<file path="src/rtl/vx_elastic_fifo.sv">
// rtl/vx_elastic_fifo.sv - elastic valid/ready FIFO with flush, occupancy and almost-full/empty flags
//
// Purpose: decouples two valid/ready stages. It exposes the live occupancy and
// programmable almost-full/almost-empty flags, so upstream logic can throttle
// before the FIFO is completely full.
//
// Ports:
//   clk        clock; all state changes on the rising edge
//   reset      synchronous, active-high; discards all contents
//   flush      synchronous discard of all contents
//   valid_in   upstream has data            ready_in  FIFO accepts this cycle
//   data_in    input payload
//   valid_out  data_out holds a valid entry ready_out downstream accepts
//   data_out   head entry
//   size       current occupancy
//   alm_full   occupancy >= ALM_FULL       alm_empty occupancy <= ALM_EMPTY
module vx_elastic_fifo #(
    parameter int DATAW     = 1,
    parameter int SIZE      = 4,
    parameter int OUT_REG   = 0,
    parameter int ALM_FULL  = SIZE - 1,
    parameter int ALM_EMPTY = 1,
    localparam int SZW      = (SIZE == 0) ? 1 : $clog2(SIZE + 1)
) (
    input  logic             clk,
    input  logic             reset,
    input  logic             flush,
    input  logic             valid_in,
    output logic             ready_in,
    input  logic [DATAW-1:0] data_in,
    output logic             valid_out,
    input  logic             ready_out,
    output logic [DATAW-1:0] data_out,
    output logic [SZW-1:0]   size,
    output logic             alm_full,
    output logic             alm_empty
);

    if (SIZE == 0) begin : g_wire
        assign valid_out = valid_in;
        assign data_out  = data_in;
        assign ready_in  = ready_out & ~flush;
        assign size      = '0;
        assign alm_full  = 1'b0;
        assign alm_empty = 1'b1;
    end else begin : g_fifo
        if (SIZE < 2 || (SIZE & (SIZE - 1)) != 0) begin : g_bad_size
            $error("vx_elastic_fifo: SIZE must be 0 or a power of two >= 2");
        end
        if (ALM_FULL < 1 || ALM_FULL > SIZE) begin : g_bad_alm_full
            $error("vx_elastic_fifo: ALM_FULL must lie in 1..SIZE");
        end
        if (ALM_EMPTY < 0 || ALM_EMPTY > SIZE - 1) begin : g_bad_alm_empty
            $error("vx_elastic_fifo: ALM_EMPTY must lie in 0..SIZE-1");
        end

        localparam int AW = (SIZE > 1) ? $clog2(SIZE) : 1;
        localparam logic [SZW-1:0] FULL_CNT = SZW'(SIZE);
        localparam logic [SZW-1:0] ONE_CNT  = SZW'(1);
        localparam logic [SZW-1:0] AF_CNT   = SZW'(ALM_FULL);
        localparam logic [SZW-1:0] AE_CNT   = SZW'(ALM_EMPTY);

        logic [DATAW-1:0] mem_q [SIZE];
        logic [AW-1:0]    rd_ptr_q, rd_ptr_d;
        logic [AW-1:0]    wr_ptr_q, wr_ptr_d;
        logic [SZW-1:0]   count_q, count_d;
        logic             full, empty, push, pop;
        logic             mem_we, rd_adv;

        assign full      = (count_q == FULL_CNT);
        assign empty     = (count_q == '0);
        // Independent of ready_out: a full FIFO never takes a word on the
        // strength of a simultaneous pop.
        assign ready_in  = ~full & ~flush & ~reset;
        assign valid_out = ~empty;
        assign push      = valid_in & ready_in;
        assign pop       = valid_out & ready_out;

        assign size      = count_q;
        assign alm_full  = (count_q >= AF_CNT);
        assign alm_empty = (count_q <= AE_CNT);

        if (OUT_REG != 0) begin : g_out_reg
            // The head lives in head_q; the array holds only the entries
            // behind it, so array occupancy is count_q - 1 and it never fills.
            logic [DATAW-1:0] head_q;
            logic             head_load, refill;

            assign head_load = push & (empty | ((count_q == ONE_CNT) & pop));
            assign refill    = pop & (count_q > ONE_CNT);
            assign mem_we    = push & ~head_load;
            assign rd_adv    = refill;
            assign data_out  = head_q;

            always_ff @(posedge clk) begin
                if (head_load) begin
                    head_q <= data_in;
                end else if (refill) begin
                    head_q <= mem_q[rd_ptr_q];
                end
            end
        end else begin : g_out_mux
            assign mem_we   = push;
            assign rd_adv   = pop;
            assign data_out = mem_q[rd_ptr_q];
        end

        always_comb begin
            count_d  = count_q;
            rd_ptr_d = rd_ptr_q;
            wr_ptr_d = wr_ptr_q;
            if (push && !pop) begin
                count_d = count_q + ONE_CNT;
            end else if (pop && !push) begin
                count_d = count_q - ONE_CNT;
            end
            if (rd_adv) begin
                rd_ptr_d = rd_ptr_q + AW'(1);
            end
            if (mem_we) begin
                wr_ptr_d = wr_ptr_q + AW'(1);
            end
            // Flush wins over any push or pop in the same cycle.
            if (flush) begin
                count_d  = '0;
                rd_ptr_d = '0;
                wr_ptr_d = '0;
            end
        end

        always_ff @(posedge clk) begin
            if (reset) begin
                count_q  <= '0;
                rd_ptr_q <= '0;
                wr_ptr_q <= '0;
            end else begin
                count_q  <= count_d;
                rd_ptr_q <= rd_ptr_d;
                wr_ptr_q <= wr_ptr_d;
            end
        end

        always_ff @(posedge clk) begin
            if (mem_we) begin
                mem_q[wr_ptr_q] <= data_in;
            end
        end
    end

endmodule
</file>
<file path="config.mk">
export PLATFORM = sky130hd
export DESIGN_NAME = vx_elastic_fifo
export DESIGN_NICKNAME = d
export VERILOG_FILES = /design/src/rtl/vx_elastic_fifo.sv
export SDC_FILE = /design/constraint.sdc
export NUM_CORES = 1
export LEC_CHECK = 0
export BUFFER_PORTS_ARGS = -buffer_cell sky130_fd_sc_hd__buf_2
export CAP_MARGIN = 25
export CORE_MARGIN = 2
export CORE_UTILIZATION = 50
export CTS_CLUSTER_DIAMETER = 50
export DETAILED_ROUTE_END_ITERATION = 10
export PLACE_DENSITY = 0.82
export SYNTH_ARGS = -nofsm -noshare
export SYNTH_HDL_FRONTEND = slang
export SYNTH_SLANG_ARGS = --single-unit
</file>
<file path="constraint.sdc">
create_clock -name clk -period 5 [get_ports clk]
set_clock_uncertainty 0.2 [all_clocks]
set_input_delay 1.5 -clock clk [delete_from_list [all_inputs] [get_ports clk]]
set_output_delay 1.5 -clock clk [all_outputs]
set_load 0.05 [all_outputs]
</file>
# Word-level counts from Yosys, hierarchy flattened
# Memories as Yosys holds them, arrays and structs flattened. A register that Yosys moved wholly into a read port is not among the register bits.
# Cells that the tools add are included.
[op_classes] add_sub_neg=4 order_cmp=2 n_eq_ne=1 muxes=6 n_bitwise=8 reduce_logical=7
[ops] op="3-bit 2-to-1 mux" count=2
[ops] op="2-bit by 1-bit adder with 2-bit output (second input constant)" count=2
[ops] op="1-bit bitwise AND" count=4
[ops] op="2-bit 2-to-1 mux" count=2
[ops] op="1-bit NOT" count=4
[ops] op="3-bit by 1-bit adder with 3-bit output (second input constant)" count=1
[ops] op="3-bit == test (second input constant)" count=1
[ops] op="3-bit by 2-bit >= comparator with 1-bit output (second input constant)" count=1
[ops] op="3-bit by 1-bit <= comparator with 1-bit output (second input constant)" count=1
[ops] op="3-bit zero test" count=1
[ops] op="3-bit by 1-bit subtractor with 3-bit output (second input constant)" count=1
[ops] op="1-bit logical AND" count=2
[ops] op="1-bit zero test" count=2
[ops] op="1-bit 2-to-1 mux" count=2
[ops] op="2-bit nonzero test" count=1
[ops] op="2-bit OR reduction" count=1
[totals] ff_bits=7 ramBits=4 in_bits=6 out_inout_bits=8 word_cells=32 n_memories=1
[mem_list] name="g_fifo.mem_q" words=4 word_bits=1 rd=1 rd_clocked_by_memory_dff=1 write_ports=1 line="63" text="logic [DATAW-1:0] mem_q [SIZE];"

# Depth between registers and ports, before layout
[logic_depth] depth_word=9 ltp_mapped=9 ltp_nobuf=9

# Worst setup path after synthesis
# OpenSTA, ideal clock, no wires.
[synth_timing] path_type="in2out" from="in flush" to="out ready_in" arrival_time_ns=2.358 required_time_ns=3.300 setup_slack_ns=0.942 cell_stages=1 n_path_buf=0 path_cell_list="a211oi_2"
[synth_between] elab_chain_len=3
[synth_lines] item="start, declared" line="27" text="input logic flush,"
[synth_lines] item="1-bit NOT" line="74" text="assign ready_in = ~full & ~flush & ~reset;"
[synth_lines] item="1-bit bitwise AND (2 in series)" line="74"
[synth_lines] item="end, declared" line="29" text="output logic ready_in,"
# Every way passes these cells.

# Final worst setup path
# Same ends and word-level chain as after synthesis.

==> impl_summary.log <==
INFO  metric synth_compound_gate_area_share = around 10%
INFO  metric outcome = finished clean
INFO  metric via_per_inst = between 5 and 6
INFO  metric vias = ~520
INFO  metric die_area = about 0.0017 mm²
INFO  metric pwr-share-comb = roughly a fifth
INFO  metric detailedPlacementHpwl = 948.2 µm
INFO  metric setup_total_negative_slack = 0 ps
INFO  metric yosys_most_used_dff = sky130_fd_sc_hd__dfxtp_1
INFO  metric synth_net_count = 85
INFO  metric drt_drc_violations_left = 0
INFO  metric sw_frac_of_total = a little under a third
INFO  metric preCtsSetupSlack = 985.2 ps
INFO  metric detail_route.wirelength = between 1000 and 1500 µm
INFO  metric vdd.ir_drop.worst = around 0.13 mV
INFO  metric setup_cp_type = in2out
INFO  metric synth.cells.most_frequent = sky130_fd_sc_hd__ha_1, sky130_fd_sc_hd__dfxtp_1, sky130_fd_sc_hd__inv_1
INFO  metric cts_buffers = 3
INFO  metric seq_area_frac_synth = between 40% and 50%
INFO  metric source_to_sink_clock_delay_at_the_later_pin_of_the_worst_skew_pair = 270 ps
INFO  metric p_sw = roughly 0.069 mW
INFO  metric final-setup-viol-count = 0
INFO  metric syn_area_per_cell = a little over 10 µm²
INFO  metric report.final.hold_viol_count = 0
INFO  metric synth-xor-area-share = 2.504%
INFO  metric timing.hold.worst.class = reg2reg
INFO  metric maximum_number_of_pins_on_one_net_before_global_route_repair = 9
INFO  metric antenna-diode-count = 0
INFO  metric first_iter_violations = 5
INFO  metric required_worst_endpoint = approximately 3300 ps
INFO  metric htreeDepth = 1
INFO  metric cts_setup_buffers = 0
INFO  metric p_clk_share = between 20% and 30%
INFO  metric area_of_the_mapped_netlist = ~700 µm²
INFO  metric cp_data_arrival_time = roughly 2400 ps
INFO  metric synth_largest_type_area_fraction = roughly 26%
INFO  metric tightestPinTransition = 428.7 ps
INFO  metric synth-edff-count = 4
INFO  metric sequentialPowerShare = between 50% and 60%
INFO  metric first_pass_grt_wire_length = around 2000 µm
INFO  metric rows = 13
INFO  metric cell_accounting_for_the_most_synthesized_area = sky130_fd_sc_hd__dfxtp_1
INFO  metric areaGrowthSynthToFinish = 15.21%
INFO  metric worstSetupStartpointType = primary input
INFO  metric synth-simple-area-share = between 10% and 20%
INFO  metric die_x = ~41 µm
INFO  metric internal_power = 0.1570 mW
INFO  metric track_usage = approximately 15%
INFO  metric timing.critical_path.to_type = primary output
INFO  metric first_global_vias = roughly 510
INFO  metric worstPathMaxFanout = 8
INFO  metric syn_inst = around 70
INFO  metric route.antenna.remaining_nets = 0
INFO  metric cts_hold_buf = 0
INFO  metric cts_tree = done
INFO  metric p_leak = 0.3579 nW
INFO  metric place_congestion = approximately 0.79
INFO  metric fmax = ~250 MHz
INFO  metric final_critical_path_setup_slack = approximately 940 ps
INFO  metric dr.pass1.iters = 4
INFO  metric postCtsResizedCells = 0
INFO  metric period_share = between 80% and 90%
INFO  metric timing.max_cap.violations = 0
INFO  metric synth_mux_area_share = under 10%
INFO  metric synth.distinct_cells = 25
INFO  metric route.detailed.wl_per_inst = 11.96 µm
INFO  metric io_pins = 14
INFO  metric synth.yosys.warnings = 0
INFO  metric netlist_top_cells_area = sky130_fd_sc_hd__dfxtp_1, sky130_fd_sc_hd__ha_1, sky130_fd_sc_hd__edfxtp_1
INFO  metric clock_pin_slew_worst_setup_and_hold_paths = roughly 80 ps
INFO  metric drive_above_1_share = 22.35%
INFO  metric post_synth_fa_ha_maj_area_fraction = around 18%
INFO  metric largest_family_of_logic_cells_by_synthesized_area = adder cells
INFO  metric rsz0062_at_grt = false
INFO  metric synthArstFlopShare = 0%
INFO  metric port-buffer-count = 13
INFO  metric initial_core_utilization = a little over half
INFO  metric antenna_violations_before_repair = 0
INFO  metric die_h = between 40 and 50 µm
INFO  metric power-per-cell-area = 280.1 mW/mm²
INFO  metric grt_overflow_total = 0
INFO  metric final_net_count = ~100
INFO  metric cts_num_sinks = 13
INFO  metric slew-limit-headroom = 71.37%
INFO  metric ctsLongestPathBuffers = 2
INFO  metric cts-root-buf = sky130_fd_sc_hd__clkbuf_4
INFO  metric final_period_minus_worst_setup_slack = 4056 ps
INFO  metric report.final.slew_viol_count = 0
INFO  metric floorplan.core_area = 0.001301 mm²
INFO  metric synthMostInstantiatedCell = sky130_fd_sc_hd__ha_1
INFO  metric synth.ff_latch_count = 13
==> cell type report <==
cell class | count | area (µm²)
Inverter | 8 | 30.03
Clock buffer | 4 | 26.28
Tap cell | 15 | 18.77
Multi-Input combinational cell | 47 | 365.4
Fill cell | 108 | 495.5
Timing Repair Buffer | 13 | 65.06
Sequential cell | 13 | 300.3
==> cells by family after synthesis <==
group | count (synthesis)
compound gates | 12
xor+xnor | 2
fa+ha+maj | 10
buf+inv | 9
flops | 13
mux | 2
simple gates | 21
==> worst max-delay path: stages <==
cell                       delay, ps
sky130_fd_sc_hd__buf_2           110
sky130_fd_sc_hd__a211oi_2        400
sky130_fd_sc_hd__buf_2           350
==> metrics by stage <==
stage / cells / power (mW) / hold slack (ps) / area [µm²] / utilization (%)
6_report: 100 / 0.2257 / 319.6 / 805.8 / 61.92
5_1_grt: 100 / 0.2370 / 359.0 / 805.8 / 61.92
4_1_cts: 100 / 0.2300 / 327.2 / 805.8 / 61.92
3_5_place_dp: 96 / 0.1644 / 313.9 / 779.5 / 59.90
3_3_place_gp: 96 / 0.1633 / 270.8 / 779.5 / 59.90
2_1_floorplan: 69 / 0.1530 / 252.9 / 699.4 / -
==> final timing paths <==
kind                                          from            endpoint  slack, ps  depth (start not counted)
worst min-delay path            g_fifo.rd_ptr_q[1]  g_fifo.rd_ptr_q[1]        320                          2
worst min register to register  g_fifo.rd_ptr_q[1]  g_fifo.rd_ptr_q[1]        320                          2
worst max register to register             size[0]             size[2]       2400                          8
worst max-delay path                         flush            ready_in        940                          3
==> layer usage <==
| layer | global-route usage, % | up-vias | wire length [µm] |
|---|---|---|---|
| met5 | 0 | - | 0 |
| met4 | 7.742 | 0 | 5 |
| met3 | 4.348 | 2 | 42 |
| met2 | 28.44 | 7 | 647 |
| met1 | 15.51 | 242 | 501 |
| li1 | - | 272 | - |
==> power groups by stage <==
| stage | combinational, mW | clock (mW) | sequential, mW |
|---|---|---|---|
| floorplan | 0.0327 | 0 | 0.120 |
| global placement | 0.0470 | 0 | 0.116 |
| detailed placement | 0.0480 | 0 | 0.116 |
| CTS | 0.0483 | 0.0678 | 0.114 |
| global route | 0.0516 | 0.0709 | 0.114 |
| finish | 0.0483 | 0.0635 | 0.114 |
==> cells in the final DEF, fill, tap and decap left out, types with 3 or more instances in the layout <==
| cell | instances |
|---|---|
| sky130_fd_sc_hd__a21oi_1 | 5 |
| sky130_fd_sc_hd__and3_1 | 4 |
| sky130_fd_sc_hd__buf_2 | 13 |
| sky130_fd_sc_hd__clkbuf_4 | 3 |
| sky130_fd_sc_hd__dfxtp_1 | 9 |
| sky130_fd_sc_hd__edfxtp_1 | 4 |
| sky130_fd_sc_hd__ha_1 | 10 |
| sky130_fd_sc_hd__inv_1 | 8 |
| sky130_fd_sc_hd__nand3_1 | 3 |
| sky130_fd_sc_hd__nor2_1 | 6 |
| sky130_fd_sc_hd__o21ai_0 | 3 |
(Power assumes the default switching activity.)
